### src/rtl/la_arb_pkg.sv
// Shared arbiter-library definitions: FSM encoding, index width and one-hot helpers.
// No logic of its own; used by la_rrpick and la_rrarb4.
package la_arb_pkg;

  localparam logic IDLE = 1'b0;
  localparam logic BUSY = 1'b1;

  // Index width for N requesters; never below 1 so ports stay legal.
  function automatic int idx_w(input int n);
    return (n <= 2) ? 1 : $clog2(n);
  endfunction

  // Callers slice the low N bits.
  function automatic logic [31:0] onehot32(input int idx);
    return 32'd1 << idx;
  endfunction

endpackage

### src/rtl/la_rrpick.sv
// Combinational rotate-priority picker: first set req bit after ptr, wrapping.
// Zero latency; no backpressure (pure function of req and ptr).
module la_rrpick
  import la_arb_pkg::*;
#(
  parameter int    N    = 4,
  parameter string PROP = "DEFAULT",
  localparam int   IW   = idx_w(N)
) (
  input  logic [N-1:0]  req,
  input  logic [IW-1:0] ptr,
  output logic [IW-1:0] pick,
  output logic          any
);

  logic [2*N-1:0] dbl;

  assign dbl = {req, req};

  // Window (ptr, ptr+N] of the doubled vector; lowest set bit wins.
  always_comb begin
    pick = '0;
    any  = 1'b0;
    for (int j = 2*N-1; j >= 0; j--) begin
      if (dbl[j] && (j > int'(ptr)) && (j <= int'(ptr) + N)) begin
        pick = IW'(j % N);
        any  = 1'b1;
      end
    end
  end

endmodule

### src/rtl/la_rrarb4.sv
// Registered round-robin arbiter with transfer locking; one-hot gnt drives downstream mux selects.
// Latency: grant 1 cycle after request; one idle bubble after every release. Holds grant while ready is low.
module la_rrarb4
  import la_arb_pkg::*;
#(
  parameter int    N    = 4,
  parameter string PROP = "DEFAULT",
  localparam int   IW   = idx_w(N)
) (
  input  logic          clk,
  input  logic          reset,
  input  logic [N-1:0]  req,
  input  logic          last,
  input  logic          ready,
  output logic [N-1:0]  gnt,
  output logic          gnt_valid,
  output logic [IW-1:0] gnt_id
);

  logic          state;
  logic [IW-1:0] ptr;
  logic [IW-1:0] pick;
  logic          any;
  logic          release_now;
  logic [31:0]   pick_oh;

  la_rrpick #(
    .N    (N),
    .PROP (PROP)
  ) u_pick (
    .req  (req),
    .ptr  (ptr),
    .pick (pick),
    .any  (any)
  );

  assign pick_oh = onehot32(int'(pick));

  // A beat counts only with ready; an abort by the owner releases regardless of last.
  assign release_now = (state == BUSY) && ((ready && last) || !req[gnt_id]);

  always_ff @(posedge clk) begin
    if (reset) begin
      state     <= IDLE;
      ptr       <= IW'(N-1);
      gnt       <= '0;
      gnt_valid <= 1'b0;
      gnt_id    <= '0;
    end else begin
      case (state)
        IDLE: begin
          if (any) begin
            gnt       <= pick_oh[N-1:0];
            gnt_id    <= pick;
            gnt_valid <= 1'b1;
            state     <= BUSY;
          end
        end
        default: begin
          if (release_now) begin
            ptr       <= gnt_id;
            gnt       <= '0;
            gnt_id    <= '0;
            gnt_valid <= 1'b0;
            state     <= IDLE;
          end
        end
      endcase
    end
  end

endmodule

### config.mk
export PLATFORM = sky130hd
export DESIGN_NAME = la_rrarb4
export DESIGN_NICKNAME = d
export VERILOG_FILES = /design/src/rtl/la_arb_pkg.sv /design/src/rtl/la_rrpick.sv /design/src/rtl/la_rrarb4.sv
export SDC_FILE = /design/constraint.sdc
export NUM_CORES = 1
export LEC_CHECK = 0
export ABC_AREA = 1
export CAP_MARGIN = 20
export CELL_PAD_IN_SITES_DETAIL_PLACEMENT = 0
export CELL_PAD_IN_SITES_GLOBAL_PLACEMENT = 1
export CORE_MARGIN = 2
export CORE_UTILIZATION = 28
export DETAILED_ROUTE_END_ITERATION = 7
export PLACE_DENSITY_LB_ADDON = 0.2
export SLEW_MARGIN = 10
export SYNTH_ARGS = -nofsm -noshare
export SYNTH_HDL_FRONTEND = slang
export SYNTH_SLANG_ARGS = --single-unit
### constraint.sdc
create_clock -name clk -period 1.1 [get_ports clk]
set_clock_uncertainty 0.15 [all_clocks]
set_input_delay 0.11 -clock clk [delete_from_list [all_inputs] [get_ports clk]]
set_output_delay 0.11 -clock clk [all_outputs]
set_load 0.01 [all_outputs]
=== After elaboration in Yosys (flattened, before gate mapping) ===
Cells that the tools add are included.

* Bits in latches: 0
* RAM bits: 0
* Bits of input ports: 8
* Memories kept: 0
* Register bits after elaboration: 10
* Output and inout bits: 7
* ROM bits: 0

* Muxes and demuxes: 28
* Div/mod/pow operators: 0
* Bitwise logic cells: 0
* Shift operators: 1
* $mul: 0
* Magnitude comparators: 11
* Add/subtract/negate cells: 1
* Eq/ne operators: 1
* Reduce and logical (&&, ||, !) cells: 17

{| class="wikitable"
|+ Operator list
! cell !! number
|-
| $le 4x32->1 const A || 4
|-
| $le 3x32->1 const A || 2
|-
| $le 2x32->1 const A || 1
|-
| $mux 2 || 10
|-
| $mux 1 || 14
|-
| $logic_and 1x1->1 || 12
|-
| $mux 4 || 3
|-
| $add 2x3->4 const B || 1
|-
| $gt 2x2->1 const A || 2
|-
| $reduce_and 2->1 || 2
|-
| $shl 1x2->4 const A || 1
|-
| $lt 2x3->1 const B || 1
|-
| $bmux 1 s2 || 1
|-
| $gt 1x2->1 const A || 1
|-
| $ne 2x1->1 const B || 1
|-
| $reduce_bool 2->1 || 1
|-
| $logic_not 1->1 || 1
|-
| $logic_or 1x1->1 || 1
|}

=== Logic depth before layout (Yosys ltp) ===
Gate-level depths: netlist (run 1).

* Word-level depth: 13
* Mapped depth: 9
* Gate-level depth less buffers: 8

=== By module ===
Synthesis (run 1) repeated with hierarchy kept, for this count alone.

* Cells, all modules: 82
* Area total of the unflattened synthesis: 551.8 um^2

{| class="wikitable"
|+ Modules (own cells, without submodules)
! module !! instances !! cells an instance !! area an instance (um^2) !! sequential area each (um^2)
|-
| la_rrarb4 || 1 || 61 || 454.2 || 200.2
|-
| la_rrpick || 1 || 21 || 97.6 || 0.0
|}

=== Least setup slack after synthesis (run 1) ===
Ideal clock, no wire load.

* Path kind: reg-to-reg
* From: register gnt_id[0]
* To: register gnt[0]
* Buffers on the path: 1
* Arrival: 1.000 ns
* Path slack: -0.177 ns
* Setup time: 0.127 ns
* Data required time: 0.823 ns
* Period minus slack after synthesis: 1.277 ns
* Stages on the path, launching flop included: 9
* Cell sequence: dfxtp_1 > inv_1 > nand2_1 > nand3_1 > nand3_1 > nand2_2 > buf_6 > nand3_1 > a21oi_2

* Word-level cells in the longest chain between the ends: 7

{| class="wikitable"
|+ RTL lines
! element !! RTL line !! text
|-
| from (decl) || la_rrarb4.sv:17 || <nowiki>output logic [IW-1:0] gnt_id</nowiki>
|-
| from (signal assigned) || la_rrarb4.sv:54 || <nowiki>gnt_id <= pick;</nowiki>
|-
| $bmux 1 s2 || la_rrarb4.sv:40 || <nowiki>assign release_now = (state == BUSY) && ((ready && last) || !req[gnt_id]);</nowiki>
|-
| $mux 1 (not written as such) || la_rrarb4.sv:40 ||
|-
| $logic_not 1->1 || la_rrarb4.sv:40 ||
|-
| $logic_or 1x1->1 || la_rrarb4.sv:40 ||
|-
| $logic_and 1x1->1 || la_rrarb4.sv:40 ||
|-
| $ne 2x1->1 (no source line) || - ||
|-
| $reduce_and 2->1 (no source line) || - ||
|-
| to (signal assigned) || la_rrarb4.sv:53 || <nowiki>gnt <= pick_oh[N-1:0];</nowiki>
|-
| to (decl) || la_rrarb4.sv:15 || <nowiki>output logic [N-1:0] gnt,</nowiki>
|}

Every way passes these cells. The select of a mux whose other input is x is not followed.
A chain may end at the register's enable or synchronous reset.

=== Worst setup path in the final report (run 1) ===
* From: register ptr[1]
* To: register gnt[3]

* Word-level cells in the longest chain between the ends: 13
* Elaborated cells on any way between the ends: 40
* Those cells by class: add/sub (1); order compare (10); shift (1); mux (16); reduce/logical (12)

{| class="wikitable"
|+ RTL lines
! element !! RTL line !! text
|-
| from (decl) || la_rrarb4.sv:21 || <nowiki>logic [IW-1:0] ptr;</nowiki>
|-
| from (signal assigned) || la_rrarb4.sv:45 || <nowiki>ptr <= IW'(N-1);</nowiki>
|-
| from (signal assigned) || la_rrarb4.sv:61 || <nowiki>ptr <= gnt_id;</nowiki>
|-
| $add 2x3->4 || la_rrpick.sv:25 || <nowiki>if (dbl[j] && (j > int'(ptr)) && (j <= int'(ptr) + N)) begin</nowiki>
|-
| $le 4x32->1 || la_rrpick.sv:25 ||
|-
| $logic_and 1x1->1 || la_rrpick.sv:25 ||
|-
| $mux 2 (7 in series) || la_rrpick.sv:25 ||
|-
| $shl 1x2->4 || la_arb_pkg.sv:15 || <nowiki>return 32'd1 << idx;</nowiki>
|-
| $mux 4 || la_rrarb4.sv:52 || <nowiki>if (any) begin</nowiki>
|-
| $mux 4 || la_rrarb4.sv:50 || <nowiki>case (state)</nowiki>
|}

Several ways; a longest one is shown, not always the timed one. The select of a mux whose other input is x is not followed.

==> results of run 1 <==
## worst reg2reg max path, cell delays in order, from the launching register on
cell	delay (ns)
dfxtp_4	0.38
buf_6	0.12
o21ai_2	0.13
inv_2	0.06
a21oi_4	0.16
nand3_1	0.08
a21oi_1	0.13
## report_power, final
group          total, mW  switching, mW  internal, mW  leakage (nW)
registers          0.459         0.0500         0.409        0.0842
logic              0.456          0.239         0.216         0.345
clock network      0.332          0.131         0.201        0.0210
## path summary, 6_finish.rpt
| path | endpoint | slack, ns | cells past startpoint | startpoint |
|---|---|---|---|---|
| setup / recovery | gnt[3]$_SDFFE_PP0P_ | -0.19 | 6 | ptr[1]$_SDFFE_PP1P_ |
| hold / removal | gnt_id[1]$_SDFFE_PP0P_ | 0.24 | 6 | req[0] |
| setup reg to reg | gnt[3]$_SDFFE_PP0P_ | -0.19 | 6 | ptr[1]$_SDFFE_PP1P_ |
| hold reg to reg | gnt_valid$_SDFFE_PP0P_ | 0.31 | 2 | gnt_valid$_SDFFE_PP0P_ |
## cell usage after synthesis
library cell,number
nand3_1,13
nor2_1,6
nor2_2,1
buf_6,2
dfxtp_1,10
o211ai_1,1
a21oi_1,8
nand3_2,1
clkbuf_1,1
a21oi_4,1
o21ai_2,3
nand4_1,1
nand2_1,21
a21oi_2,1
o21ai_0,1
inv_2,2
inv_1,7
nand2_2,4
## layout by cell type, fill, tap and decap left out, drive strengths merged, types with 3 or more instances in the layout
| cell type | Yosys | routed |
|---|---|---|
| o21ai | 4 | 4 |
| a21oi | 10 | 10 |
| buf | 2 | 19 |
| nand3 | 14 | 14 |
| clkdlybuf4s50 | 0 | 3 |
| dfxtp | 10 | 10 |
| nor2 | 7 | 7 |
| nand2 | 25 | 26 |
| inv | 9 | 9 |
| clkbuf | 1 | 5 |
## area by class of cell
class                   instances  area [um^2]
repair buffers                 28          233
well taps                      27         33.8
clock buffers                   4         36.3
flip-flops and latches         10          216
fillers                       229         1010
inverters                       9         38.8
multi-input cells              63          390
## cells by family after synthesis
logic type,count (synthesis)
buf+inv,12
flops,10
compound gates,15
simple gates,47
## per-stage QoR
stage | TNS, ns | cells
after detailed placement | -4.96 | 133
after floorplan | -0.627 | 84
after CTS | -1.31 | 141
final | -1.27 | 141
after global placement | -4.76 | 133
after global routing | -2.20 | 141
## registers in the layout (all words and copies together) (netlist names)
register / count
ptr: 2
state: 1
gnt_id: 2
gnt: 4
gnt_valid: 1
## routing by layer
layer	GRT usage	routed length (um)	share of wire	vias to the layer above
met5	0	0	0	-
met4	0.0833	42	0.027	0
met3	0.0307	59	0.038	5
met2	0.209	761	0.49	11
met1	0.166	701	0.45	283
li1	-	-	-	334
## repair_timing
action	4_1_cts	5_1_grt
endpoints found under the setup margin	17	16
endpoints found under the hold margin	0	0
setup buffers	3	0
gates cloned	1	0
hold buffers	0	0
pin swaps	4	3
resized for setup	38	20
==> flow_metrics.env, run 1 <==
export IMPL_status="finished, violations left"
export IMPL_violations="setup timing"
export IMPL_placementRows=16
export IMPL_worstPathRequired_ns=1.15
export IMPL_drv_slew=0
export IMPL_clock_latency_ns=0.27
export IMPL_path_cells="buf_6 -> o21ai_2 -> inv_2 -> a21oi_4 -> nand3_1 -> a21oi_1"
export IMPL_remaining_drc_errors=0
export IMPL_finalHoldViolCount=0
export IMPL_post_drt_wl_per_cell_um=11.1
export IMPL_period_needed_ns=1.29
export IMPL_ir_drop_v=0.000952
export IMPL_p_total_mw=1.25
export IMPL_drtIter0Drc=11
export IMPL_finalNetCount=123
export IMPL_overflow=0
export IMPL_ys_ff_latch=10
export IMPL_p_leak_nw=0.450
export IMPL_critPathBufInv=2
export IMPL_grt_max_degree=10
export IMPL_synth_adder_area_share=0
export IMPL_syn_to_final_growth_pct=64.1
export IMPL_synth_xor_area_frac=0
export IMPL_synthMuxAreaShare=0
export IMPL_via_count=633
export IMPL_worst_hold_slack_ns=0.239
export IMPL_drtPass1Iterations=4
export IMPL_viasPerCell=4.49
export IMPL_max_slew_margin_rel=0.836
export IMPL_placed_area_um2=820
export IMPL_dieArea_um2=2440
export IMPL_yosys_warnings=0
export IMPL_track_usage=0.134
export IMPL_numCtsBuffers=3
export IMPL_avgSynthCellArea_um2=6.88
export IMPL_drt_total_wl_mm=1.57
export IMPL_final_area_um2=948
export IMPL_yosys_area_share_simple=0.370
export IMPL_drv_cap=0
export IMPL_cts_tree="built"
export IMPL_synth_top_area_cell="dfxtp_1"
export IMPL_utilization=0.483
export IMPL_setup_viol=11
export IMPL_yosysSeqAreaShare=0.346
export IMPL_clockBufferDepth=2
export IMPL_io_pin_count=15
export IMPL_p_per_area_nw_per_um2=1310
export IMPL_setup_ws_ns=-0.194
export IMPL_synth_nets=92
export IMPL_syn_area_um2=578
export IMPL_place_congestion=0.736
export IMPL_die_w_um=49.4
export IMPL_yosysTopAreaCellShare=0.346
export IMPL_crit_path_start_kind="register"
export IMPL_antenna_cells=0
export IMPL_max_freq_ghz=0.773
export IMPL_die_height_um=49.4
export IMPL_htreeDepth=1
export IMPL_crit_type="register to register"
export IMPL_yosys_top_cells_area="dfxtp_1 (35%), nand2_1 (14%), nand3_1 (11%)"
export IMPL_initial_core_util=0.295
export IMPL_rsz0062_at_grt="true"
export IMPL_grt_pass1_vias=548
export IMPL_synth_top_family_by_area="simple AND/OR/NAND/NOR gates"
export IMPL_slowest_delay_ns=0.38
export IMPL_grt_first_pass_wirelength_mm=2.48
export IMPL_end_kind="register"
export IMPL_antenna_found_initial=0
export IMPL_path_max_fanout=9
export IMPL_core_area_um2=1960
export IMPL_ys_types=18
export IMPL_drive_above_1_share=0.535
export IMPL_ant_nets=0
export IMPL_place_ws_ns=-0.517
export IMPL_fin_crit_sh=1.18
export IMPL_clock_sinks=10
export IMPL_cpLargestDelayFamily="compound AO/OA/AOI/OAI gates"
export IMPL_cpMaxStageDelayCell="dfxtp_4"
export IMPL_cp_arrival_ns=1.35
export IMPL_clockRootBuffer="clkbuf_4"
export IMPL_worst_slew_pin_slew_ns=0.246
export IMPL_clkTransAtPathRegs_ns=0.07
export IMPL_hp_class="input pin to register"
export IMPL_dp_hpwl_mm=1.05
export IMPL_synthCells=84
export IMPL_io_buffers=14
export IMPL_synth_compound_area_frac=0.180
Note: power is estimated with default switching activity, not from simulation.
==> run 2: changes to the inputs <==
--- a/config.mk
+++ b/config.mk
@@ -16,4 +16,5 @@
 export SLEW_MARGIN = 10
 export SYNTH_ARGS = -nofsm -noshare
 export SYNTH_HDL_FRONTEND = slang
+export SYNTH_HIERARCHICAL = 1
 export SYNTH_SLANG_ARGS = --single-unit
==> run 2 against run 1 <==
- the flow still finishes with violations (setup timing)
- global-route usage grew 1.1 points
- first-iteration DRC count shrank 55%
- critical path depth grew 3
- via count grew 0.63%
- area after synthesis shrank 4.5%
- power grew 6.4%
- synthesized cell count shrank 2.4%
- register-to-register slack lost 0.24 ns
- sequential share of layout area grew 0.28 points
- non-clock buffer count grew 1
- largest cell class unchanged
- largest power group is now combinational cells
==> flow_metrics.env, run 2 <==
export IMPL_p_seq_frac=0.372
export IMPL_drtIter0Drc=5
export IMPL_status="finished, violations left"
export IMPL_finalNetCount=124
export IMPL_cp_arrival_ns=1.58
export IMPL_drt_total_wl_mm=1.46
export IMPL_instances_no_fill=142
export IMPL_dieArea_um2=2340
export IMPL_grt_pass1_vias=628
export IMPL_pwr_share_clk=0.244
export IMPL_ys_flop_type="dfxtp_1"
export IMPL_synth_nets=90
export IMPL_most_common_layout_cells="buf_4 (15), nand2_1 (11), nand3_1 (10)"
export IMPL_hp_class="register to register"
export IMPL_post_drt_wl_per_cell_um=10.3
export IMPL_io_pin_count=15
export IMPL_io_buffers=14
export IMPL_reg2regPathDepth=9
export IMPL_p_leak_nw=0.444
export IMPL_violations="setup timing"
export IMPL_crit_path_start_kind="register"
export IMPL_synth_edf_count=0
export IMPL_setup_tns_ns=-3.12
export IMPL_drtPass1Iterations=3
export IMPL_clkTransAtPathRegs_ns=0.07
export IMPL_finalHoldViolCount=0
export IMPL_via_count=637
export IMPL_yosys_area_share_simple=0.404
export IMPL_worstPathRequired_ns=1.15
export IMPL_use_met1=0.185
export IMPL_end_kind="register"
export IMPL_yosys_warnings=6
export IMPL_fin_crit_sh=1.40
export IMPL_clockRootBuffer="clkbuf_4"
export IMPL_yosysSeqAreaShare=0.363
export IMPL_synthMuxAreaShare=0
export IMPL_place_congestion=0.808
export IMPL_die_height_um=48.4
export IMPL_p_int_mw=0.874
export IMPL_worst_hold_slack_ns=0.331
export IMPL_worst_slew_pin_slew_ns=0.392
export IMPL_cts_hold_buffers=0
export IMPL_busiest_layer="met2"
export IMPL_largest_reg_flops=4
export IMPL_numCtsBuffers=3
export IMPL_dp_hpwl_mm=1.06
export IMPL_max_freq_ghz=0.652
export IMPL_rsz0062_at_grt="true"
export IMPL_synthTopCellsByCount="nand2_1 (19), nand3_1 (12), inv_1 (11)"
export IMPL_overflow=0
export IMPL_htreeDepth=1
export IMPL_net_switching_power_mw=0.452
export IMPL_grt_first_pass_wirelength_mm=2.72
export IMPL_synth_async_sr_flop_share=0
export IMPL_setup_viol=10
export IMPL_crit_type="register to register"
export IMPL_path_max_fanout=8
export IMPL_worstReg2RegStart="ptr[0]$_SDFFE_PP1P_"
export IMPL_layout_commonest_cell="buf_4"
export IMPL_die_w_um=48.4
export IMPL_synthCells=82
export IMPL_synth_top_area_cell="dfxtp_1"
export IMPL_p_total_mw=1.33
export IMPL_yosys_top_cells_area="dfxtp_1 (36%), nand2_1 (13%), nand3_1 (11%)"
export IMPL_antenna_found_initial=0
export IMPL_grt_max_degree=9
export IMPL_drv_cap=0
export IMPL_synth_adder_area_share=0
export IMPL_hold_depth=2
export IMPL_ant_nets=0
export IMPL_clockBufferDepth=2
export IMPL_p_per_area_nw_per_um2=1410
export IMPL_dp_cells=136
export IMPL_max_slew_margin_rel=0.738
export IMPL_synth_top_family_by_area="simple AND/OR/NAND/NOR gates"
export IMPL_worstReg2RegEnd="gnt[3]$_SDFFE_PP0P_"
export IMPL_met2_usage=0.231
export IMPL_reg_largest_list="gnt: 4 flops, gnt_id: 2 flops, ptr: 2 flops"
export IMPL_whs_endpoint="gnt_valid$_SDFFE_PP0P_"
export IMPL_period_needed_ns=1.53
export IMPL_viasPerCell=4.49
export IMPL_syn_area_um2=552
export IMPL_cts_tree="built"
export IMPL_rrSetupSlack_ns=-0.43
export IMPL_ir_drop_v=0.000879
export IMPL_top_register="gnt"
export IMPL_synth_xor_area_frac=0
export IMPL_syn_to_final_growth_pct=70.7
export IMPL_drv_slew=0
export IMPL_switching_share=0.341
export IMPL_clock_latency_ns=0.26
export IMPL_track_usage=0.145
export IMPL_yosysTopAreaCellShare=0.363
export IMPL_setup_ws_ns=-0.435
export IMPL_comb_power_share=0.384
export IMPL_initial_core_util=0.290
export IMPL_ys_types=17
export IMPL_placementRows=16
export IMPL_core_area_um2=1900
export IMPL_worstHoldStart="gnt_valid$_SDFFE_PP0P_"
export IMPL_avgSynthCellArea_um2=6.73
export IMPL_synth_compound_area_frac=0.125
export IMPL_met3_usage=0.0525
export IMPL_remaining_drc_errors=0
export IMPL_clock_sinks=10
export IMPL_ys_ff_latch=10
export IMPL_drive_above_1_share=0.522
export IMPL_antenna_cells=0
export IMPL_synth_most_common_cell="nand2_1"
## run 2: cell count changes after synthesis, sizes merged
cell and delta:
nand2 -5, buf -1, inv +3, o21ai -2
a21oi -2, o211ai +1, nor3 +2, clkbuf -1
nor2 +2, nor3b +1
## run 2: power by group through the flow
stage	Sequential (mW)	Combinational [mW]	Clock, mW
global placement	0.482	0.480	0
detailed placement	0.484	0.479	0
CTS	0.486	0.497	0.339
finish	0.493	0.510	0.323
global route	0.503	0.570	0.360
floorplan	0.490	0.252	0
## run 2: timing repair
action,4_1_cts,5_1_grt
cloned,1,0
setup endpoints to repair,17,15
resized for setup,36,16
pin swaps,5,4
setup buffers,1,0
## run 2: per-stage QoR
step / cell area (um^2) / utilization / worst slack [ns]
6_report: 942 / 0.495 / -0.435
5_1_grt: 942 / 0.495 / -0.557
4_1_cts: 925 / 0.486 / -0.417
3_5_place_dp: 846 / 0.445 / -0.668
3_3_place_gp: 846 / 0.445 / -0.670
2_1_floorplan: 582 / - / -0.300
## run 2: routing by layer
| layer | vias up | routed length (um) |
|---|---|---|
| met3 | 0 | 94 |
| li1 | 338 | - |
| met2 | 14 | 681 |
| met1 | 285 | 684 |
| met4 | 0 | 0 |
| met5 | - | 0 |
## run 2: area by class of cell
cell class,count,area [um^2]
fillers,201,960
multi-input cells,60,372
repair buffers,29,233
flip-flops and latches,10,218
inverters,12,50.0
clock buffers,4,36.3
well taps,27,33.8
## run 2: worst max path at each step
stage | startpoint | to | slack (ns) | depth (start not counted)
finish | ptr[0]$_SDFFE_PP1P_ | gnt[3]$_SDFFE_PP0P_ | -0.43 | 9
detailed placement | req[1] | gnt[1]$_SDFFE_PP0P_ | -0.67 | 9
floorplan | ptr[1]$_SDFFE_PP1P_ | gnt[1]$_SDFFE_PP0P_ | -0.30 | 8
global route | ptr[0]$_SDFFE_PP1P_ | gnt[1]$_SDFFE_PP0P_ | -0.56 | 9
CTS | ptr[0]$_SDFFE_PP1P_ | gnt[1]$_SDFFE_PP0P_ | -0.42 | 9
global placement | req[1] | gnt[1]$_SDFFE_PP0P_ | -0.67 | 9
## run 2: critical path: stages (launching register included)
cell and delay [ns]:
dfxtp_4 0.37, nor3b_4 0.23, nor2_1 0.06, nand4_1 0.13, inv_2 0.06, nor2_4 0.17, inv_4 0.09, nand3_1 0.09
nand2_1 0.05, nor2_1 0.07
## run 2: cell families (layout without fill, tap and decap cells)
group                  Yosys count  in the layout
and+or+nand+nor                 47             48
DFF                             10             10
buffers and inverters           13             45
AOI/OAI and AO/OA               12             12
